## config.mk

```make
export PLATFORM = sky130hd
export DESIGN_NAME = reg_fetch_stage
export DESIGN_NICKNAME = d
export VERILOG_FILES = /design/src/rtl/rf_pkg.sv /design/src/rtl/src_hazard_check.sv /design/src/rtl/reg_fetch_stage.sv
export SDC_FILE = /design/constraint.sdc
export NUM_CORES = 1
export LEC_CHECK = 0
export CORE_ASPECT_RATIO = 1.5
export CORE_MARGIN = 10
export CORE_UTILIZATION = 44
export CTS_CLUSTER_SIZE = 28
export DETAILED_ROUTE_END_ITERATION = 6
export PLACE_DENSITY = 0.84
export SLEW_MARGIN = 40
export SYNTH_ARGS = -nofsm -noshare
export SYNTH_HDL_FRONTEND = slang
export SYNTH_SLANG_ARGS = --single-unit
```

## constraint.sdc

```tcl
create_clock -name clk -period 3.9 [get_ports clk]
set_input_delay 1.17 -clock clk [delete_from_list [all_inputs] [get_ports clk]]
set_output_delay 1.17 -clock clk [all_outputs]
set_load 0.1 [all_outputs]
```

## src/rtl/rf_pkg.sv

```systemverilog
// Shared types and constants for the register fetch stage.
package rf_pkg;

  localparam int unsigned XLEN        = 32;
  localparam int unsigned RADDR_W     = 5;
  localparam int unsigned STATE_W     = 3;
  localparam int unsigned STALL_CNT_W = 16;
  localparam int unsigned CTRL_W      = 32;

  localparam logic [RADDR_W-1:0] REG_ZERO      = RADDR_W'(0);
  localparam logic [RADDR_W-1:0] REG_LO        = RADDR_W'(30);
  localparam logic [RADDR_W-1:0] REG_HI        = RADDR_W'(31);
  localparam logic [RADDR_W-1:0] FIRST_TRACKED = RADDR_W'(1);
  localparam logic [RADDR_W-1:0] LAST_TRACKED  = RADDR_W'(29);

  typedef enum logic [1:0] {
    EMPTY = 2'd0,
    WAIT  = 2'd1,
    FULL  = 2'd2
  } state_e;

  // Decoded instruction as accepted from decode
  typedef struct packed {
    logic [RADDR_W-1:0] rs;
    logic [RADDR_W-1:0] rt;
    logic [RADDR_W-1:0] rd;
    logic               use_rs;
    logic               use_rt;
    logic               rd_we;
    logic [CTRL_W-1:0]  ctrl;
  } dec_bundle_t;

  // Registers whose busy state lives in the scoreboard
  function automatic logic is_tracked(input logic [RADDR_W-1:0] r);
    return (r >= FIRST_TRACKED) && (r <= LAST_TRACKED);
  endfunction

  // Sources that never stall (zero, lo, hi)
  function automatic logic is_untracked_src(input logic [RADDR_W-1:0] r);
    return (r == REG_ZERO) || (r == REG_LO) || (r == REG_HI);
  endfunction

endpackage

```

## src/rtl/src_hazard_check.sv

```systemverilog
// Per-source readiness and operand select with writeback forwarding.
module src_hazard_check
  import rf_pkg::*;
(
  input  logic               use_src,
  input  logic [RADDR_W-1:0] addr,
  input  logic [STATE_W-1:0] state,
  input  logic [XLEN-1:0]    rf_data,
  input  logic               wb_valid,
  input  logic [RADDR_W-1:0] wb_addr,
  input  logic [XLEN-1:0]    wb_data,
  output logic               ready_c,
  output logic [XLEN-1:0]    val_c
);

  logic fwd_hit;

  // Register zero is hardwired, so a writeback naming it is never forwarded
  assign fwd_hit = wb_valid && (wb_addr == addr) && (addr != REG_ZERO);

  // Ready when unused, untracked, idle, or its sole pending writer lands now
  always_comb begin
    ready_c = 1'b0;
    if (!use_src || is_untracked_src(addr) || (state == '0)) begin
      ready_c = 1'b1;
    end else if ((state == STATE_W'(1)) && fwd_hit) begin
      ready_c = 1'b1;
    end
  end

  // Forwarded writeback data wins over the register file read
  assign val_c = fwd_hit ? wb_data : rf_data;

endmodule

```

## src/rtl/reg_fetch_stage.sv

```systemverilog
// Register fetch stage: hazard check, operand read/forward, destination busy marking.
module reg_fetch_stage
  import rf_pkg::*;
(
  input  logic                   clk,
  input  logic                   rst_n,
  input  logic                   flush,
  input  logic                   dec_valid,
  output logic                   dec_ready,
  input  logic [RADDR_W-1:0]     dec_rs,
  input  logic [RADDR_W-1:0]     dec_rt,
  input  logic [RADDR_W-1:0]     dec_rd,
  input  logic                   dec_use_rs,
  input  logic                   dec_use_rt,
  input  logic                   dec_rd_we,
  input  logic [CTRL_W-1:0]      dec_ctrl,
  output logic [RADDR_W-1:0]     rf_rs_addr,
  output logic [RADDR_W-1:0]     rf_rt_addr,
  input  logic [XLEN-1:0]        rf_rs_data,
  input  logic [XLEN-1:0]        rf_rt_data,
  input  logic [STATE_W-1:0]     rf_rs_state,
  input  logic [STATE_W-1:0]     rf_rt_state,
  output logic                   rf_set_busy,
  output logic                   rf_release,
  output logic [RADDR_W-1:0]     rf_busy_addr,
  input  logic                   wb_valid,
  input  logic [RADDR_W-1:0]     wb_addr,
  input  logic [XLEN-1:0]        wb_data,
  output logic                   ex_valid,
  input  logic                   ex_ready,
  output logic [XLEN-1:0]        ex_rs_val,
  output logic [XLEN-1:0]        ex_rt_val,
  output logic [RADDR_W-1:0]     ex_rd,
  output logic                   ex_rd_we,
  output logic [CTRL_W-1:0]      ex_ctrl,
  output logic [STALL_CNT_W-1:0] stall_cycles
);

  state_e      state_q;
  state_e      state_d;
  dec_bundle_t hold_q;
  dec_bundle_t dec_in;

  logic            rs_ready_c;
  logic            rt_ready_c;
  logic [XLEN-1:0] rs_val_c;
  logic [XLEN-1:0] rt_val_c;
  logic            srcs_ready_c;
  logic            issue_c;
  logic            accept_c;

  assign dec_in = '{rs: dec_rs, rt: dec_rt, rd: dec_rd, use_rs: dec_use_rs,
                    use_rt: dec_use_rt, rd_we: dec_rd_we, ctrl: dec_ctrl};

  // Read addresses always come from the held instruction
  assign rf_rs_addr = hold_q.rs;
  assign rf_rt_addr = hold_q.rt;

  src_hazard_check u_rs_check (
    .use_src  (hold_q.use_rs),
    .addr     (hold_q.rs),
    .state    (rf_rs_state),
    .rf_data  (rf_rs_data),
    .wb_valid (wb_valid),
    .wb_addr  (wb_addr),
    .wb_data  (wb_data),
    .ready_c  (rs_ready_c),
    .val_c    (rs_val_c)
  );

  src_hazard_check u_rt_check (
    .use_src  (hold_q.use_rt),
    .addr     (hold_q.rt),
    .state    (rf_rt_state),
    .rf_data  (rf_rt_data),
    .wb_valid (wb_valid),
    .wb_addr  (wb_addr),
    .wb_data  (wb_data),
    .ready_c  (rt_ready_c),
    .val_c    (rt_val_c)
  );

  assign srcs_ready_c = rs_ready_c && rt_ready_c;

  // State register
  always_ff @(posedge clk or negedge rst_n) begin
    if (!rst_n) begin
      state_q <= EMPTY;
    end else begin
      state_q <= state_d;
    end
  end

  // Next-state logic; flush overrides everything
  always_comb begin
    state_d = state_q;
    if (flush) begin
      state_d = EMPTY;
    end else begin
      unique case (state_q)
        EMPTY: if (dec_valid) state_d = WAIT;
        WAIT:  if (srcs_ready_c) state_d = FULL;
        FULL:  if (ex_ready) state_d = dec_valid ? WAIT : EMPTY;
        default: state_d = EMPTY;
      endcase
    end
  end

  // Handshake and scoreboard pulses per state
  always_comb begin
    dec_ready    = 1'b0;
    issue_c      = 1'b0;
    rf_set_busy  = 1'b0;
    rf_release   = 1'b0;
    rf_busy_addr = '0;
    unique case (state_q)
      EMPTY: dec_ready = !flush;
      WAIT: begin
        issue_c     = !flush && srcs_ready_c;
        rf_set_busy = issue_c && hold_q.rd_we && is_tracked(hold_q.rd);
        if (rf_set_busy) rf_busy_addr = hold_q.rd;
      end
      FULL: begin
        dec_ready  = !flush && ex_ready;
        rf_release = flush && ex_rd_we && is_tracked(ex_rd);
        if (rf_release) rf_busy_addr = ex_rd;
      end
      default: dec_ready = 1'b0;
    endcase
    accept_c = dec_ready && dec_valid;
  end

  // Hold register, execute bundle and valid
  always_ff @(posedge clk or negedge rst_n) begin
    if (!rst_n) begin
      hold_q    <= '0;
      ex_valid  <= 1'b0;
      ex_rs_val <= '0;
      ex_rt_val <= '0;
      ex_rd     <= '0;
      ex_rd_we  <= 1'b0;
      ex_ctrl   <= '0;
    end else begin
      ex_valid <= (state_d == FULL);
      if (accept_c) begin
        hold_q <= dec_in;
      end
      if (issue_c) begin
        ex_rs_val <= rs_val_c;
        ex_rt_val <= rt_val_c;
        ex_rd     <= hold_q.rd;
        ex_rd_we  <= hold_q.rd_we;
        ex_ctrl   <= hold_q.ctrl;
      end
    end
  end

  // Saturating count of hazard cycles spent waiting
  always_ff @(posedge clk or negedge rst_n) begin
    if (!rst_n) begin
      stall_cycles <= '0;
    end else if ((state_q == WAIT) && !srcs_ready_c && (stall_cycles != '1)) begin
      stall_cycles <= stall_cycles + STALL_CNT_W'(1);
    end
  end

endmodule
```

==> metrics.txt <==
# TYPE chip_impl_metric gauge
chip_impl_metric{name="net_total_in_the_final_layout",unit=""} 1105
chip_impl_metric{name="yosys.cell_types.count",unit=""} 38
chip_impl_metric{name="cts_hold_buffers",unit=""} 0
chip_impl_info{name="timing.rr.end",value="ex_rs_val[16]$_DFFE_PN0P_"} 1
chip_impl_metric{name="grt_antenna_before_repair",unit=""} 0
chip_impl_metric{name="fmax",unit="MHz"} 252
chip_impl_metric{name="grt.overflow.total",unit=""} 0
chip_impl_metric{name="placement.cell_area",unit="um2"} 10800
chip_impl_metric{name="h-tree-depth",unit=""} 4
chip_impl_info{name="worstSetupStartpoint",value="wb_addr[1]"} 1
chip_impl_metric{name="post_synth.cell_area_avg",unit="um2"} 12.6
chip_impl_metric{name="syn_inst",unit=""} 617
chip_impl_metric{name="drt_pre_antenna_iters",unit=""} 5
chip_impl_metric{name="whs",unit="ns"} 0.504
chip_impl_info{name="cell_at_the_root_of_the_clock_tree",value="sky130_fd_sc_hd__clkbuf_16"} 1
chip_impl_metric{name="reg2reg_depth",unit=""} 21
chip_impl_metric{name="cts-root-to-sink-buffers",unit=""} 2
chip_impl_info{name="setup.worst_path.end",value="rf_set_busy"} 1
chip_impl_metric{name="critical_path.max_fanout",unit=""} 7
chip_impl_metric{name="area.growth.synth_to_final",unit="%"} 49.1
chip_impl_metric{name="clk_pin_slew_worst_paths",unit="ns"} 0.07
chip_impl_metric{name="setup-tns-final",unit="ns"} -0.296
chip_impl_metric{name="finalCriticalPeriod",unit="ns"} 3.96
chip_impl_metric{name="postSynthNetCount",unit=""} 785
chip_impl_metric{name="synth_seq_cells",unit=""} 171
chip_impl_metric{name="clock_skew",unit="ns"} 0.00954
chip_impl_metric{name="via_count_of_the_first_global_routing_pass",unit=""} 6379
chip_impl_info{name="cts_tree",value="yes"} 1
chip_impl_metric{name="cp.arrival",unit="ns"} 2.79
chip_impl_metric{name="port_buffers",unit=""} 299
chip_impl_info{name="timing.hold.worst.class",value="flop to flop"} 1
chip_impl_metric{name="core_area",unit="um2"} 17300
chip_impl_metric{name="timing.final.max_slew_violations",unit=""} 0
chip_impl_metric{name="placementRows",unit=""} 59
chip_impl_metric{name="worst_slack",unit="ns"} -0.0638
chip_impl_metric{name="dp_hpwl",unit="um"} 18200
chip_impl_info{name="crit_path_end_kind",value="output port"} 1
chip_impl_metric{name="r2r_setup_slack",unit="ns"} 0.36
chip_impl_metric{name="die_width",unit="um"} 129
chip_impl_metric{name="dieHeight",unit="um"} 183
chip_impl_info{name="outcome",value="finished, violations left"} 1
chip_impl_metric{name="report.final.setup_viol",unit=""} 6
chip_impl_info{name="timing_worst_setup_path_type",value="primary input to output port"} 1
chip_impl_metric{name="ys_seq_area_share",unit="%"} 54.9
chip_impl_metric{name="multi_input_area",unit="um2"} 3370
chip_impl_info{name="timing.rr.start",value="rf_rs_addr[3]$_DFFE_PN0P_"} 1
chip_impl_metric{name="final_cell_area",unit="um2"} 11600
chip_impl_metric{name="num_io_pins",unit=""} 300
chip_impl_info{name="kind_of_start_point_of_the_critical_path",value="primary input"} 1
chip_impl_metric{name="start_util",unit="%"} 44.9
chip_impl_metric{name="detail_route.iter0.violations",unit=""} 247
chip_impl_metric{name="post_synth_instance_area",unit="um2"} 7790
chip_impl_metric{name="grt_use_total",unit="%"} 19.9
chip_impl_metric{name="max_cap_viol_count",unit=""} 0
chip_impl_metric{name="postRouteWirelength",unit="um"} 24300
chip_impl_metric{name="final.fill_count",unit=""} 1316
chip_impl_metric{name="numCtsBuffers",unit=""} 17
chip_impl_metric{name="numClockSinks",unit=""} 171
chip_impl_metric{name="worst-slew-pin-transition",unit="ns"} 0.660
chip_impl_metric{name="die_area",unit="um2"} 23500
chip_impl_metric{name="worstSkewPairLatency",unit="ns"} 0.42
chip_impl_metric{name="drt.antenna.violating_nets",unit=""} 0
chip_impl_metric{name="slew-limit-headroom",unit="%"} 55.7
chip_impl_metric{name="worst-endpoint-required",unit="ns"} 2.73
chip_impl_metric{name="insertedDiodeCount",unit=""} 0
chip_impl_info{name="violated_checks",value="setup timing"} 1
chip_impl_metric{name="fin_crit_sh",unit="%"} 102
chip_impl_metric{name="gp_congestion",unit=""} 0.834
chip_impl_metric{name="yosys_warnings",unit=""} 0
chip_impl_metric{name="drcViolationCount",unit=""} 0
chip_impl_metric{name="finalHoldViolations",unit=""} 0
chip_impl_metric{name="final_layout_size_suffix_gt1_share",unit="%"} 40.2
chip_impl_metric{name="grt_start_max_net_pins",unit=""} 113
chip_impl_metric{name="wire_per_inst",unit="um"} 20.9
chip_impl_metric{name="via_per_instance_ratio",unit=""} 5.13
chip_impl_metric{name="final-seq-area",unit="um2"} 4280
chip_impl_metric{name="vias",unit=""} 5964
chip_impl_info{name="grt_setup_unrepaired",value="true"} 1
chip_impl_metric{name="grt_pass1_wl",unit="um"} 36600
-- state kept, by name, summed over array words and instances, names as in the netlist --
name / count
hold_q: 40
ex_ctrl: 32
ex_rs_val: 32
ex_rt_val: 32
stall_cycles: 16
ex_rd: 5
rf_rs_addr: 5
rf_rt_addr: 5
state_q: 2
ex_rd_we: 1
ex_valid: 1
-- routing by layer --
layer  global-route usage, %  vias to the layer above  share of wire (%)
li1                        -                     2812                  -
met1                    20.2                     2913                 35
met2                    36.0                      199                 54
met3                    7.36                       40                8.1
met4                    7.28                        0                3.1
met5                       0                        -                  0
-- synthesized netlist by cell type, drive strengths merged --
cell / n / area [um2]
or4: 3 / 22.5
mux2i: 64 / 641
xnor2: 25 / 219
o21ai: 2 / 10.0
o211ai: 2 / 15.0
a41oi: 2 / 17.5
nand4: 8 / 50.1
and3: 3 / 18.8
a21oi: 66 / 484
a32oi: 5 / 43.8
clkbuf: 12 / 45.0
nand4b: 1 / 8.76
or3b: 1 / 8.76
nand3: 11 / 55.1
dfrtp: 171 / 4280
a41o: 1 / 10.0
a22o: 1 / 8.76
o211a: 3 / 30.0
or3: 1 / 6.26
nor2: 73 / 274
nor2b: 6 / 37.5
a22oi: 1 / 12.5
a21boi: 1 / 7.51
o21a: 1 / 7.51
inv: 6 / 22.5
and4: 2 / 17.5
nor3: 7 / 35.0
ha: 5 / 62.6
a31oi: 1 / 6.26
nand2: 11 / 43.8
o311a: 1 / 10.0
or2: 3 / 18.8
buf: 29 / 272
mux2: 88 / 991
-- cell usage in the layout (no fill, tap or decap), drive strengths merged, types with 7 or more instances in the layout --
| cell | n |
|---|---|
| a21oi | 66 |
| buf | 185 |
| clkbuf | 19 |
| clkdlybuf4s50 | 151 |
| dfrtp | 171 |
| inv | 14 |
| mux2 | 88 |
| mux2i | 64 |
| nand2 | 11 |
| nand3 | 11 |
| nand4 | 8 |
| nor2 | 73 |
| nor3 | 7 |
| xnor2 | 25 |
-- layout make-up --
cell class	count	area share, %
flip-flops and latches	171	36.9
multi-input cells	399	29.0
repair buffers	342	26.7
clock buffers	18	3.69
well taps	213	2.29
clock inverters	14	1.28
inverters	6	0.194
-- per-stage QoR --
stage	instances	util [%]	setup slack, ns
6_report	1163	67.0	-0.0638
4_1_cts	1160	66.5	-0.0367
5_1_grt	1163	67.0	-0.152
3_5_place_dp	1111	62.3	-0.476
3_3_place_gp	1111	62.8	-0.368
2_1_floorplan	617	-	-0.109
-- worst min-delay path by stage --
stage	slack, ns	depth (start not counted)	to	startpoint
3_3_place_gp	0.48	1	ex_ctrl[1]$_DFFE_PN0P_	hold_q[1]$_DFFE_PN0P_
4_1_cts	0.51	1	ex_ctrl[29]$_DFFE_PN0P_	hold_q[29]$_DFFE_PN0P_
2_1_floorplan	0.47	1	hold_q[13]$_DFFE_PN0P_	hold_q[13]$_DFFE_PN0P_
5_1_grt	0.52	1	stall_cycles[9]$_DFFE_PN0P_	stall_cycles[9]$_DFFE_PN0P_
6_report	0.50	1	ex_ctrl[17]$_DFFE_PN0P_	hold_q[17]$_DFFE_PN0P_
3_5_place_dp	0.49	1	hold_q[13]$_DFFE_PN0P_	hold_q[13]$_DFFE_PN0P_
-- critical path: stages --
cell and delay, ns:
sky130_fd_sc_hd__buf_6 0.10, sky130_fd_sc_hd__xnor2_2 0.14, sky130_fd_sc_hd__nand4_1 0.15, sky130_fd_sc_hd__o211ai_1 0.31
sky130_fd_sc_hd__and4_4 0.40, sky130_fd_sc_hd__buf_12 0.13, sky130_fd_sc_hd__nand2_4 0.05, sky130_fd_sc_hd__a21oi_4 0.15
sky130_fd_sc_hd__buf_12 0.19
-- kinds of logic after synthesis --
logic type / Yosys count / share of synthesized area (%)
mux: 152 / 20.9
compound gates: 87 / 8.51
fa+ha+maj: 5 / 0.803
buf+inv: 47 / 4.35
xor+xnor: 25 / 2.81
simple gates: 130 / 7.66
flops: 171 / 54.9
-- repair_timing --
item | CTS | global route
setup buffers | 17 | 2
endpoints found under the setup margin | 6 | 38
gates resized for setup | 40 | 9
cloned | 0 | 1
pin swaps | 14 | 7
Power is not shown: default switching activity piles up to over one toggle a cycle in this logic, so the estimate is an artifact.
